`src/rtl/pkt_hdlc_framer.sv`:
```
// HDLC-style framer: pulls packets from a first-word-fall-through FIFO and emits
// FLAG, byte-stuffed payload, stuffed two's-complement checksum, FLAG.
module pkt_hdlc_framer #(
    parameter logic [7:0] FLAG  = 8'h7E,
    parameter logic [7:0] ESC   = 8'h7D,
    parameter logic [7:0] XMASK = 8'h20
) (
    input  logic       clk,
    input  logic       rst_n,
    input  logic [7:0] rd_data,
    input  logic       rd_last,
    input  logic       empty,
    output logic       rd_ena,
    output logic [7:0] out_data,
    output logic       out_valid,
    input  logic       out_ready
);

    typedef enum logic [2:0] {
        S_IDLE  = 3'd0,
        S_SOF   = 3'd1,
        S_DATA  = 3'd2,
        S_ESC2  = 3'd3,
        S_CSUM  = 3'd4,
        S_CSUM2 = 3'd5,
        S_EOF   = 3'd6
    } state_t;

    state_t     state_q, state_d;
    logic [7:0] acc_q, acc_d;
    logic [7:0] latch_q, latch_d;
    logic       last_q, last_d;
    logic [7:0] out_data_q, out_data_d;
    logic       out_valid_q, out_valid_d;
    logic       slot_free_s;
    logic       load_s;
    logic       rd_ena_s;
    logic [7:0] csum_s;

    function automatic logic needs_esc(input logic [7:0] b);
        return (b == FLAG) || (b == ESC);
    endfunction

    assign slot_free_s = !out_valid_q || out_ready;
    assign csum_s      = 8'h00 - acc_q;
    assign rd_ena      = rd_ena_s;
    assign out_data    = out_data_q;
    assign out_valid   = out_valid_q;

    // Next-state, pop strobe and output-slot load decisions.
    always_comb begin
        state_d    = state_q;
        acc_d      = acc_q;
        latch_d    = latch_q;
        last_d     = last_q;
        out_data_d = out_data_q;
        rd_ena_s   = 1'b0;
        load_s     = 1'b0;
        case (state_q)
            S_IDLE: begin
                if (!empty) begin
                    state_d = S_SOF;
                    acc_d   = 8'h00;
                end else begin
                    state_d = S_IDLE;
                end
            end
            S_SOF: begin
                if (slot_free_s) begin
                    load_s     = 1'b1;
                    out_data_d = FLAG;
                    state_d    = S_DATA;
                end else begin
                    state_d = S_SOF;
                end
            end
            S_DATA: begin
                // A drained FIFO stalls here with the partial sum held.
                if (slot_free_s && !empty) begin
                    rd_ena_s = 1'b1;
                    load_s   = 1'b1;
                    acc_d    = acc_q + rd_data;
                    if (needs_esc(rd_data)) begin
                        out_data_d = ESC;
                        latch_d    = rd_data ^ XMASK;
                        last_d     = rd_last;
                        state_d    = S_ESC2;
                    end else begin
                        out_data_d = rd_data;
                        state_d    = rd_last ? S_CSUM : S_DATA;
                    end
                end else begin
                    state_d = S_DATA;
                end
            end
            S_ESC2: begin
                if (slot_free_s) begin
                    load_s     = 1'b1;
                    out_data_d = latch_q;
                    state_d    = last_q ? S_CSUM : S_DATA;
                end else begin
                    state_d = S_ESC2;
                end
            end
            S_CSUM: begin
                if (slot_free_s) begin
                    load_s = 1'b1;
                    if (needs_esc(csum_s)) begin
                        out_data_d = ESC;
                        state_d    = S_CSUM2;
                    end else begin
                        out_data_d = csum_s;
                        state_d    = S_EOF;
                    end
                end else begin
                    state_d = S_CSUM;
                end
            end
            S_CSUM2: begin
                if (slot_free_s) begin
                    load_s     = 1'b1;
                    out_data_d = csum_s ^ XMASK;
                    state_d    = S_EOF;
                end else begin
                    state_d = S_CSUM2;
                end
            end
            S_EOF: begin
                if (slot_free_s) begin
                    load_s     = 1'b1;
                    out_data_d = FLAG;
                    state_d    = S_IDLE;
                end else begin
                    state_d = S_EOF;
                end
            end
            default: begin
                state_d = S_IDLE;
            end
        endcase

        if (load_s) begin
            out_valid_d = 1'b1;
        end else if (out_ready) begin
            out_valid_d = 1'b0;
        end else begin
            out_valid_d = out_valid_q;
        end
    end

    // State, accumulator, escape latch and output register.
    always_ff @(posedge clk or negedge rst_n) begin
        if (!rst_n) begin
            state_q     <= S_IDLE;
            acc_q       <= 8'h00;
            latch_q     <= 8'h00;
            last_q      <= 1'b0;
            out_data_q  <= 8'h00;
            out_valid_q <= 1'b0;
        end else begin
            state_q     <= state_d;
            acc_q       <= acc_d;
            latch_q     <= latch_d;
            last_q      <= last_d;
            out_data_q  <= out_data_d;
            out_valid_q <= out_valid_d;
        end
    end

endmodule

```
`config.mk`:
```
export PLATFORM = sky130hd
export DESIGN_NAME = pkt_hdlc_framer
export DESIGN_NICKNAME = d
export VERILOG_FILES = /design/src/rtl/pkt_hdlc_framer.sv
export SDC_FILE = /design/constraint.sdc
export NUM_CORES = 1
export LEC_CHECK = 0
export ABC_AREA = 1
export CORE_MARGIN = 3
export CORE_UTILIZATION = 60
export DETAILED_ROUTE_END_ITERATION = 10
export PLACE_DENSITY = 0.85
export SLEW_MARGIN = 20
export SYNTH_ARGS = -nofsm -noshare
export SYNTH_HDL_FRONTEND = slang
export SYNTH_SLANG_ARGS = --single-unit
```
`constraint.sdc`:
```
create_clock -name clk -period 2.7 [get_ports clk]
set_input_delay 0.405 -clock clk [delete_from_list [all_inputs] [get_ports clk]]
set_output_delay 0.405 -clock clk [all_outputs]
set_load 0.02 [all_outputs]
```
==> results.rst <==
.. list-table::
   :header-rows: 1

   * - Metric
     - Value
   * - Run status
     - finished clean
   * - Detailed-route wire length per cell
     - ~13 µm
   * - Root cell of the clock tree
     - clkbuf_4
   * - Die Y
     - ~63 µm
   * - Layout Nets
     - approximately 310
   * - I/O pin count
     - 23
   * - Fin cells
     - between 300 and 400
   * - Routed WL
     - 4390 µm
   * - Via count of the first global-routing pass
     - 1695
   * - Initial core utilization
     - between 60% and 70%
   * - Setup crit end kind
     - output pin
   * - Hold violation count in the final report
     - 0
   * - Final number of setup-violating endpoints
     - 0
   * - Final Cycle Share
     - 95.4%
   * - Global-route wire length before repair
     - about 7900 µm
   * - Worst r2r dst
     - acc_q[2]
   * - Launching element type of the critical path
     - register
   * - Unrepaired setup endpoints after global routing
     - no
   * - Routed vias/inst
     - about 5.5
   * - Async S/R FF share, synth
     - between 90% and 100%
   * - Reg-to-reg setup timing slack
     - roughly 0.90 ns
   * - # rows
     - 19
   * - CP arrival
     - between 2 and 2.5 ns
   * - Clock insertion delay at the later pin of the skew report
     - about 0.33 ns
   * - Total standard cell area after synthesis
     - between 1500 and 2000 µm²
   * - Fraction of the yosys area taken by sequential cells
     - 37.7%
   * - Launch point of the worst reg-to-reg path
     - state_q[2]
   * - Count of unresolved DRC violations after routing
     - 0
   * - Post-CTS setup buffer count
     - 0
   * - Kind of critical path
     - register to output pin
   * - CTS tree
     - yes
   * - Buffer levels on the longest clock path
     - 2
   * - Pin count of the biggest net entering global routing
     - 30
   * - Total nets after synthesis
     - 285
   * - GRT Util Overall
     - 25.2%
   * - Peak Freq
     - 388 MHz
   * - Mean post-synth cell area
     - about 7.4 µm²
   * - Signed area change from the synthesized netlist to the final layout
     - 17.3%
   * - Share of layout cells above drive strength 1
     - a little under a tenth
   * - Final antenna diode count
     - 0
   * - Library cell occupying the most area in the post-synthesis netlist
     - dfrtp_1
   * - Number of antenna violations at the first check in global routing
     - 0
   * - Peak supply drop
     - approximately 0.00066 V
   * - Count of hold buffers inserted by post-cts repair
     - 0
   * - Most used flip-flop cell after synthesis
     - dfrtp_1
   * - Pleak
     - 1.16 nW
   * - Width of the die
     - 62.7 µm
   * - Transition time at the pin with the least slew margin
     - roughly 0.40 ns
   * - Library cell with the highest instance count after synthesis
     - nand2_1
   * - Number of port buffers
     - 22
   * - Clock period minus final worst setup slack
     - 2.58 ns
   * - Fraction of post-synthesis cell area in the top cell type by area
     - a little under two fifths
   * - Final Skew
     - around 0.0037 ns
   * - Number of instances resized during post-cts repair
     - 0
   * - Router iterations before antenna repair
     - 4
   * - Via count
     - ~1800
   * - Post-Synthesis Cells
     - 261
   * - Standard cell core area
     - approximately 2900 µm²
   * - Register area
     - 726 µm²
   * - Setup Total Neg Slack
     - 0 ns
   * - Filler cell count in the final layout
     - 221
   * - Highest fanout seen on the critical path
     - 9
   * - Unique masters post-synth
     - 35
   * - HPWL after detailed placement
     - between 3000 and 4000 µm
   * - Cells taking the most area after synthesis
     - dfrtp_1 (38%), nand2_1 (13%), ha_1 (6.5%)
   * - Clock transition at the registers of the reported paths
     - around 0.090 ns
   * - Data required time of the critical path
     - between 2 and 2.5 ns
   * - Total Die Area
     - around 3900 µm²
   * - Class of the tightest hold or removal check
     - input pin to async pin
   * - Synth Register Bits
     - 29
   * - Total clock buffers created by CTS
     - 5
   * - Clock net sink count
     - 29
   * - GRT Residual Overflow
     - 0
   * - Total of max-cap violations
     - 0
   * - Synth warn
     - 0
   * - Total power divided by cell area
     - 1190 nW/µm²
   * - Violation count after the first detailed-routing iteration
     - just under 100
   * - Area occupied by multi-input gates
     - approximately 1000 µm²
   * - Routability Congestion
     - roughly 0.92
   * - Rel. slew slack
     - about three quarters
   * - Residual antenna-violating net count after detailed routing
     - 0
   * - # placed instances
     - roughly 320
   * - Depth of the worst register-to-register path
     - 7
   * - Number of synthesized flops with an enable pin
     - 0
   * - H-Tree Depth
     - 2
   * - Slew Limit Fails
     - 0
   * - Top cells by instance count after synthesis
     - nand2_1 (66), inv_1 (32), dfrtp_1 (29)
==> critical path: stages, from the launching register on <==
cell,delay (ns)
dfrtp_1,0.52
nor2_1,0.14
nand2_1,0.11
inv_1,0.17
nand2_2,0.15
inv_2,0.14
clkdlybuf4s50_1,0.62
==> state kept, by name, indices dropped and copies added, names as in the netlist <==
register	cells
out_data	8
out_valid	1
acc_q	8
latch_q	8
last_q	1
state_q	3
==> placed cells by master, fill, tap and decap left out, types with 2 or more instances in the layout <==
cell,n
clkdlybuf4s50_1,22
nand2_2,2
nor2_2,2
inv_2,3
o21ai_0,12
dfrtp_1,29
nor2_1,25
a21oi_1,16
ha_1,10
nor2_4,2
inv_4,2
nand3_1,24
clkbuf_4,5
o21ai_1,7
nand4_1,3
o22ai_1,3
nand2_1,66
or2_2,5
inv_1,32
==> worst max-delay path by stage <==
stage	from	to	slack, ns	cells after the start
2_1_floorplan	rd_data[0]	acc_q[6]	1.08	10
3_3_place_gp	out_ready	rd_ena	0.30	6
3_5_place_dp	out_ready	rd_ena	0.27	6
4_1_cts	state_q[2]	rd_ena	0.13	6
5_1_grt	state_q[2]	rd_ena	0.01	6
6_report	state_q[2]	rd_ena	0.12	6
==> through the flow <==
| step | instance area (µm²) | util, % | hold slack [ns] | total power [mW] | setup WS (ns) |
|---|---|---|---|---|---|
| 2_1_floorplan | 1930 | - | 0.109 | 1.93 | 1.08 |
| 5_1_grt | 2260 | 78.0 | 0.492 | 2.97 | 0.0108 |
| 3_3_place_gp | 2190 | 75.5 | 0.456 | 2.32 | 0.299 |
| 4_1_cts | 2260 | 78.0 | 0.465 | 2.69 | 0.128 |
| 6_report | 2260 | 78.0 | 0.450 | 2.69 | 0.124 |
| 3_5_place_dp | 2190 | 75.5 | 0.462 | 2.35 | 0.266 |
==> routing by layer <==
metal  vias to the layer above  wire length [µm]  GRT usage, %
met5                         -                 0             0
met4                         0                47          5.51
met3                         6               324          6.65
met2                        61              1990          38.9
met1                       832              2040          35.6
li1                        912                 -             -
==> kinds of logic (layout without fill, tap and decap cells) <==
family                   Yosys count  after routing  share of synthesized area (%)
AND/OR/NAND/NOR                  135            135                           32.0
buffers and inverters             39             67                           8.44
flip-flops                        29             29                           37.7
adder cells (fa/ha/maj)           11             11                           7.53
XOR/XNOR                           2              2                          0.909
AO/OA/AOI/OAI                     45             45                           13.4
==> power breakdown <==
part | total [mW] | switching [mW] | internal (mW)
combinational | 1.63 | 1.02 | 0.603
clock | 0.335 | 0.147 | 0.188
sequential | 0.732 | 0.144 | 0.589
total | 2.69 | 1.31 | 1.38
==> layout make-up <==
class	count	share of cell area, %
clock buffer	5	1.66
inverter	37	6.36
multi-input combinational	193	45.9
tap	42	2.32
timing repair buffer	23	10.1
clock inverter	2	1.55
sequential	29	32.1
Power figures use the tool's default switching activity.
